### src/rtl/uart_pkg.sv
// ============================================================================
// Module      : uart_pkg
// Description : Shared UART constants and receive FSM state encoding.
// Revision    : 1.0 - initial release
// ============================================================================
`default_nettype none

package uart_pkg;

    localparam int unsigned C_CLKS_PER_BIT = 88;
    localparam int unsigned C_DATA_BITS    = 8;

    typedef enum logic [2:0] {
        ST_IDLE   = 3'd0,
        ST_START  = 3'd1,
        ST_DATA   = 3'd2,
        ST_PARITY = 3'd3,
        ST_STOP   = 3'd4,
        ST_BREAK  = 3'd5
    } uart_state_e;

endpackage

`default_nettype wire

### src/rtl/uart_rx_sync.sv
// ============================================================================
// Module      : uart_rx_sync
// Description : Two-flop synchroniser for the serial input, resets to idle (1).
// Revision    : 1.0 - initial release
// ============================================================================
`default_nettype none

module uart_rx_sync (
    input  logic clk,
    input  logic rst,
    input  logic d_i,
    output logic q_o
);

    logic [1:0] sync_q;

    always_ff @(posedge clk) begin
        if (rst) begin
            sync_q <= 2'b11;
        end else begin
            sync_q <= {sync_q[0], d_i};
        end
    end

    assign q_o = sync_q[1];

endmodule

`default_nettype wire

### src/rtl/uart_rx.sv
// ============================================================================
// Module      : uart_rx
// Description : 8N1 UART receiver, single-sample at bit centre, one-cycle
//               result pulses. Define UART_RX_PARITY_EN to add a parity bit.
// Revision    : 1.0 - initial release
// ============================================================================
`default_nettype none

module uart_rx
    import uart_pkg::*;
#(
    parameter int unsigned CLKS_PER_BIT = C_CLKS_PER_BIT,
    parameter int unsigned DATA_BITS    = C_DATA_BITS,
    parameter int unsigned PARITY_ODD   = 0
) (
    input  logic                 clk,
    input  logic                 rst,
    input  logic                 rx,
    output logic [DATA_BITS-1:0] rx_data,
    output logic                 rx_valid,
    output logic                 frame_err,
    output logic                 parity_err,
    output logic                 busy
);

    localparam int unsigned      CNT_W      = $clog2(CLKS_PER_BIT);
    localparam logic [CNT_W-1:0] C_CNT_MID  = CNT_W'(CLKS_PER_BIT / 2 - 1);
    localparam logic [CNT_W-1:0] C_CNT_END  = CNT_W'(CLKS_PER_BIT - 1);
    localparam logic [2:0]       C_LAST_BIT = 3'(DATA_BITS - 1);

    if ((CLKS_PER_BIT % 2) != 0 || CLKS_PER_BIT < 8 || DATA_BITS < 5 ||
        DATA_BITS > 8 || PARITY_ODD > 1) begin : g_param_check
        $error("uart_rx: illegal parameter value");
    end

    logic                 rx_s;
    uart_state_e          state_q;
    logic [CNT_W-1:0]     cnt_q;
    logic [2:0]           bit_idx_q;
    logic [DATA_BITS-1:0] shift_q;
    logic [DATA_BITS-1:0] rx_data_q;
    logic                 valid_q;
    logic                 ferr_q;
    logic                 perr_q;
    logic                 cnt_end;
    logic                 mismatch;

    uart_rx_sync u_sync (
        .clk (clk),
        .rst (rst),
        .d_i (rx),
        .q_o (rx_s)
    );

    assign cnt_end = (cnt_q == C_CNT_END);

`ifdef UART_RX_PARITY_EN
    localparam logic C_PAR_ODD = PARITY_ODD[0];
    logic mismatch_q;

    always_ff @(posedge clk) begin
        if (rst) begin
            mismatch_q <= 1'b0;
        end else if (state_q == ST_START) begin
            mismatch_q <= 1'b0;
        end else if (state_q == ST_PARITY && cnt_end) begin
            mismatch_q <= rx_s ^ (^shift_q) ^ C_PAR_ODD;
        end
    end

    assign mismatch = mismatch_q;
`else
    assign mismatch = 1'b0;
`endif

    always_ff @(posedge clk) begin
        if (rst) begin
            state_q   <= ST_IDLE;
            cnt_q     <= '0;
            bit_idx_q <= '0;
            shift_q   <= '0;
            rx_data_q <= '0;
            valid_q   <= 1'b0;
            ferr_q    <= 1'b0;
            perr_q    <= 1'b0;
        end else begin
            valid_q <= 1'b0;
            ferr_q  <= 1'b0;
            perr_q  <= 1'b0;
            cnt_q   <= cnt_q + 1'b1;

            case (state_q)
                ST_IDLE: begin
                    cnt_q <= '0;
                    if (!rx_s) begin
                        state_q <= ST_START;
                    end
                end

                // Half a bit in: a line that is high again was only a glitch.
                ST_START: begin
                    if (cnt_q == C_CNT_MID) begin
                        cnt_q     <= '0;
                        bit_idx_q <= '0;
                        state_q   <= rx_s ? ST_IDLE : ST_DATA;
                    end
                end

                ST_DATA: begin
                    if (cnt_end) begin
                        cnt_q     <= '0;
                        shift_q   <= {rx_s, shift_q[DATA_BITS-1:1]};
                        bit_idx_q <= bit_idx_q + 1'b1;
                        if (bit_idx_q == C_LAST_BIT) begin
`ifdef UART_RX_PARITY_EN
                            state_q <= ST_PARITY;
`else
                            state_q <= ST_STOP;
`endif
                        end
                    end
                end

`ifdef UART_RX_PARITY_EN
                ST_PARITY: begin
                    if (cnt_end) begin
                        cnt_q   <= '0;
                        state_q <= ST_STOP;
                    end
                end
`endif

                ST_STOP: begin
                    if (cnt_end) begin
                        cnt_q     <= '0;
                        rx_data_q <= shift_q;
                        perr_q    <= mismatch;
                        if (rx_s) begin
                            valid_q <= ~mismatch;
                            state_q <= ST_IDLE;
                        end else begin
                            ferr_q  <= 1'b1;
                            state_q <= ST_BREAK;
                        end
                    end
                end

                // Held-low line must go idle before another start is accepted.
                ST_BREAK: begin
                    cnt_q <= '0;
                    if (rx_s) begin
                        state_q <= ST_IDLE;
                    end
                end

                default: begin
                    cnt_q   <= '0;
                    state_q <= ST_IDLE;
                end
            endcase
        end
    end

    assign rx_data    = rx_data_q;
    assign rx_valid   = valid_q;
    assign frame_err  = ferr_q;
    assign parity_err = perr_q;
    assign busy       = (state_q != ST_IDLE);

endmodule

`default_nettype wire

### config.mk
export PLATFORM = sky130hd
export DESIGN_NAME = uart_rx
export DESIGN_NICKNAME = d
export VERILOG_FILES = /design/src/rtl/uart_pkg.sv /design/src/rtl/uart_rx_sync.sv /design/src/rtl/uart_rx.sv
export SDC_FILE = /design/constraint.sdc
export NUM_CORES = 1
export LEC_CHECK = 0
export ABC_AREA = 1
export CAP_MARGIN = 30
export CORE_ASPECT_RATIO = 0.5
export CORE_UTILIZATION = 45
export CTS_CLUSTER_SIZE = 10
export DETAILED_ROUTE_END_ITERATION = 7
export PLACE_DENSITY = 0.66
export SLEW_MARGIN = 20
export SYNTH_ARGS = -nofsm -noshare
export SYNTH_HDL_FRONTEND = slang
export SYNTH_SLANG_ARGS = --single-unit
### constraint.sdc
create_clock -name clk -period 1.9 [get_ports clk]
set_input_delay 0.285 -clock clk [delete_from_list [all_inputs] [get_ports clk]]
set_output_delay 0.285 -clock clk [all_outputs]
set_load 0.05 [all_outputs]
Word-level counts from Yosys, hierarchy flattened
Index checks and enable logic that the tools add are counted.
{"block": "word_totals", "register_bits": 33, "in_bits": 3, "wordCells": 51}
{"block": "op_classes", "n_addsub": 2, "eq_ne": 13, "mux": 17, "n_bitwise": 2, "reduce_logical": 9}
{"operator": "$mux 3", "count": 9}
{"operator": "$pmux 3 s5", "count": 1}
{"operator": "$mux 7", "count": 2}
{"operator": "$pmux 7 s2", "count": 1}
{"operator": "$ne 2x2->1 const B", "count": 5}
{"operator": "$eq 3x3->1 const B", "count": 3}
{"operator": "$add 7x1->7 const B", "count": 1}
{"operator": "$eq 7x6->1 const B", "count": 1}
{"operator": "$eq 7x7->1 const B", "count": 1}
{"operator": "$pmux 3 s2", "count": 1}
{"operator": "$reduce_and 6->1", "count": 1}
{"operator": "$reduce_and 2->1", "count": 2}
{"operator": "$add 3x1->3 const B", "count": 1}
{"operator": "$eq 3x1->1 const B", "count": 1}
{"operator": "$eq 3x2->1 const B", "count": 1}
{"operator": "$logic_not 3->1", "count": 1}
{"operator": "$reduce_and 3->1", "count": 1}
{"operator": "$reduce_bool 3->1", "count": 1}
{"operator": "$reduce_or 3->1", "count": 1}
{"operator": "$mux 1", "count": 2}
{"operator": "$mux 2", "count": 1}
{"operator": "$ne 2x1->1 const B", "count": 1}
{"operator": "$not 1->1", "count": 2}
{"operator": "$reduce_bool 2->1", "count": 1}
{"operator": "$reduce_or 2->1", "count": 1}

Logic depth before layout (Yosys ltp)
Gate-level depths: netlist of run 1.
{"block": "depth", "depth_word": 4, "mapped_depth": 10, "depth_no_buf": 10}

Modules after synthesis
A second synthesis of run 1 with hierarchy kept.
{"block": "unflattened", "hier_cells": 184, "hier_area_um2": 1372.6}
{"module": "uart_rx", "n_inst": 1, "cells_per_inst": 177, "area_per_inst_um2": 1313.8}
{"module": "uart_rx_sync", "n_inst": 1, "cells_per_inst": 7, "area_per_inst_um2": 58.8}

Least setup slack after synthesis of run 1
No wires, ideal clock.
{"block": "synth_path", "path_type": "register to register", "from": "register state_q[1]", "to": "register state_q[0]", "arrival_time_ns": 1.337, "t_required_ns": 1.781, "setup_slack_ns": 0.444, "stages_incl_launch_ff": 8, "path_buffers": 0, "period_less_slack_ns": 1.456, "cell_sequence": "dfxtp_1 > nor2_2 > nand2_1 > nand2_1 > nand2_1 > nand2_2 > nor3b_1 > nor2_1"}
{"block": "synth_via", "elab_chain_cells": 3}
{"element": "from (decl)", "line": "uart_rx.sv:37", "text": "uart_state_e state_q;"}
{"element": "from (signal assigned)", "line": "uart_rx.sv:105", "text": "state_q <= rx_s ? ST_IDLE : ST_DATA;"}
{"element": "$eq 3x3->1, or another cell as far along", "line": "uart_rx.sv:92", "text": "case (state_q)"}
{"element": "$ne 2x1->1 (no source line) or $ne 2x2->1 (tied branches)"}
{"element": "$reduce_and 6->1 (no source line)"}
Parallel ways exist; a longest one is shown, timed or not.
A chain may end at the register's enable or synchronous reset.

Worst setup path in the final report of run 1
{"block": "layout_path", "from": "register rx_data_q[3], in the netlist rx_data[3]", "to": "output port rx_data[3]"}
{"element": "from (decl)", "line": "uart_rx.sv:41", "text": "logic [DATA_BITS-1:0] rx_data_q;"}
{"element": "from (signal assigned)", "line": "uart_rx.sv:136", "text": "rx_data_q <= shift_q;"}
{"element": "to (decl)", "line": "uart_rx.sv:19", "text": "output logic [DATA_BITS-1:0] rx_data,"}
No word-level cell between the ends.

==> impl_metrics.toml, run 1 <==
[setup_path]
r2r-end = "shift_q[1]"
critPathSlowestCell = "clkdlybuf4s50_1"
critPathBufInv = 1
critical_path_required_ns = 1.62
end_kind = "primary output"
reg2reg_from = "cnt_q[0]"
r2r_slack_ns = 0.47
reg2regPathDepth = 8
critPathKind = "register to primary output"
startpoint_type = "register"
worstPathMaxFanout = 2
cp_num_cells = 1
cp_cell_sequence = "clkdlybuf4s50_1"
cp_top_family = "buffers and inverters"
critPathMaxStageDelay_ns = 0.80
cp.arrival_ns = 1.44

[drt]
post_drt_wl_per_cell_um = 11.0
dr.pass1.iters = 4
vias = 1101
vias_per_cell = 4.71
routed_wl_mm = 2.57
ant_nets = 0
drt_iter0_markers = 43
drc = 0

[grt]
grt_max_degree = 22
track_usage_pct = 19.4
grt_pass1_vias = 956
overflow = 0
antenna_found_initial = 0
grt_pass1_wl_mm = 4.33

[synth]
synth_area_leaders = "dfxtp_1 48%, nor2_1 13%, o21ai_0 6.9%"
yosysMostFrequentCell = "nor2_1"
syn_area_per_cell_um2 = 7.84
synth_flop_cell = "dfxtp_1"
synth_cell_types = 30
async_reset_ff_share_pct = 0
yosysTopAreaCellShare_pct = 47.6
yosysTopAreaCell = "dfxtp_1"
ys_ff_latch = 33
yosysWarnings = 0
syn_nets = 183
synth-seq-area-share_pct = 47.6
synth_edf_count = 0
postSynthCellCount = 177
synthTopCellsByCount = "47 x nor2_1, 33 x dfxtp_1, 19 x o21ai_0"
synthesis.area_um2 = 1390

[clock_network]
ctsHtreeMaxLevel = 2
clkSinkCount = 33
tritoncts = "yes"
post_cts_buffers = 0
cts_buffers = 5
ctsResizeCount = 0
cts_root_buf = "clkbuf_8"
path_clk_slew_ns = 0.07
clock_latency_ns = 0.29
cts_buffer_depth = 2
cts_hold_buf = 0

[placed_design]
placed_area_um2 = 1560
dp_hpwl_mm = 1.73
placedCellCount = 226
pre_cts_ws_ns = 0.460
port_buffers = 13
finalWeightedCongestion = 0.770

[power_and_ir_drop]
p_leak_nw = 0.726
max-vdd-ir-drop_uv = 683
finalPower_mw = 2.03
power.density_nw_per_um2 = 1210

[sta]
rsz0062_at_grt = "false"
finalHoldViolCount = 0
worst_slew_pin_slew_ns = 0.507
fin_crit_sh_pct = 90.8
fin_ws_ns = 0.174
setup_viol = 0
fin_crit_ns = 1.73
slew_violations = 0
maxSlewHeadroom_pct = 66.1
fin_skew_ns = 0.00646
holdWs_ns = 0.416
fin_setup_tns_ns = 0
fmax_ghz = 0.579

[cells_and_area]
finalNonFillerCells = 234
finalNetCount = 202
fin_area_um2 = 1680
n_antenna_cell = 0
fin_util_pct = 61.0
area_growth_pct = 20.8
drive_above_1_share_pct = 15.7
fillers = 253

[min_path]
holdCritPathClass = "register to register"
hold_end = "u_sync.sync_q[1]"
min-delay-start = "u_sync.sync_q[0]"
min_path_cells = 1

[floorplan]
dieArea_um2 = 3320
rows = 13
die_h_um = 41.3
ios = 15
initial_core_util_pct = 50.5
die_x_um = 80.5
core-area_um2 = 2750

[outcome]
outcome = "finished clean"

[run]
drv_cap = 0
-- worst max-delay path by stage --
stage | start | endpoint
final | rx_data[3] | rx_data[3]
after global routing | rx_data[2] | rx_data[2]
after detailed placement | cnt_q[0] | rx_data[4]
after global placement | cnt_q[0] | frame_err
after floorplan | state_q[1] | state_q[0]
after CTS | rx_data[3] | rx_data[3]
-- cell usage in the layout (no fill, tap or decap), types with 2 or more instances in the layout --
cell / n
nor3_1: 3
xor2_1: 4
clkbuf_8: 6
nor2_4: 2
nor2_1: 47
nand2_1: 18
dfxtp_1: 33
o21ai_0: 19
nand4_1: 2
nand2_2: 5
nor2_2: 3
or2_2: 2
buf_4: 4
ha_1: 3
inv_1: 11
nand3_1: 3
o21ai_1: 2
inv_2: 3
a21oi_1: 4
clkdlybuf4s50_1: 12
-- final cells by class --
class	instances	area, um^2	area share [%]
clock buffer	6	82.6	4.93
clock inverter	2	37.5	2.24
inverter	15	56.3	3.36
multi-input combinational	125	643	38.4
sequential	33	661	39.4
tap	37	46.3	2.76
timing repair buffer	16	150	8.96
-- registers in the layout (all words and copies together) (netlist names) --
signal and flops:
bit_idx_q 3, cnt_q 7, frame_err 1, rx_data 8, rx_valid 1, shift_q 8, state_q 3, u_sync.sync_q 2
-- logic make-up after synthesis --
| group | count (synthesis) | synth area share (%) |
|---|---|---|
| XOR/XNOR | 4 | 2.52 |
| flip-flops | 33 | 47.6 |
| adder cells (fa/ha/maj) | 3 | 2.71 |
| buffers and inverters | 19 | 6.04 |
| other | 1 | 0.270 |
| AO/OA/AOI/OAI | 25 | 9.02 |
| AND/OR/NAND/NOR | 92 | 31.8 |
-- power by group --
part	switching [mW]	internal (mW)
combinational	0.372	0.183
sequential	0.0474	0.734
clock	0.270	0.426
-- routing by layer --
layer	share of wire (%)	global-route usage, %	up-vias
li1	-	-	602
met1	54	24.3	480
met2	39	28.6	14
met3	4.9	10.0	5
met4	1.3	8.04	0
met5	0	0	-
Power figures use the tool's default switching activity.
==> run 2, diff against run 1 <==
--- a/config.mk
+++ b/config.mk
@@ -12,6 +12,7 @@
 export CTS_CLUSTER_SIZE = 10
 export DETAILED_ROUTE_END_ITERATION = 7
 export PLACE_DENSITY = 0.66
+export SKIP_CTS_REPAIR_TIMING = 1
 export SLEW_MARGIN = 20
 export SYNTH_ARGS = -nofsm -noshare
 export SYNTH_HDL_FRONTEND = slang
==> results of run 2 <==
No change in the layout: final DEF, timing and power equal those of run 1.
==> run 3, diff against run 2 <==
--- a/config.mk
+++ b/config.mk
@@ -6,7 +6,7 @@
 export NUM_CORES = 1
 export LEC_CHECK = 0
 export ABC_AREA = 1
-export CAP_MARGIN = 30
+export CAP_MARGIN = 40
 export CORE_ASPECT_RATIO = 0.5
 export CORE_UTILIZATION = 45
 export CTS_CLUSTER_SIZE = 10
==> results of run 3 <==
No change in the layout: final DEF, timing and power equal those of run 1.
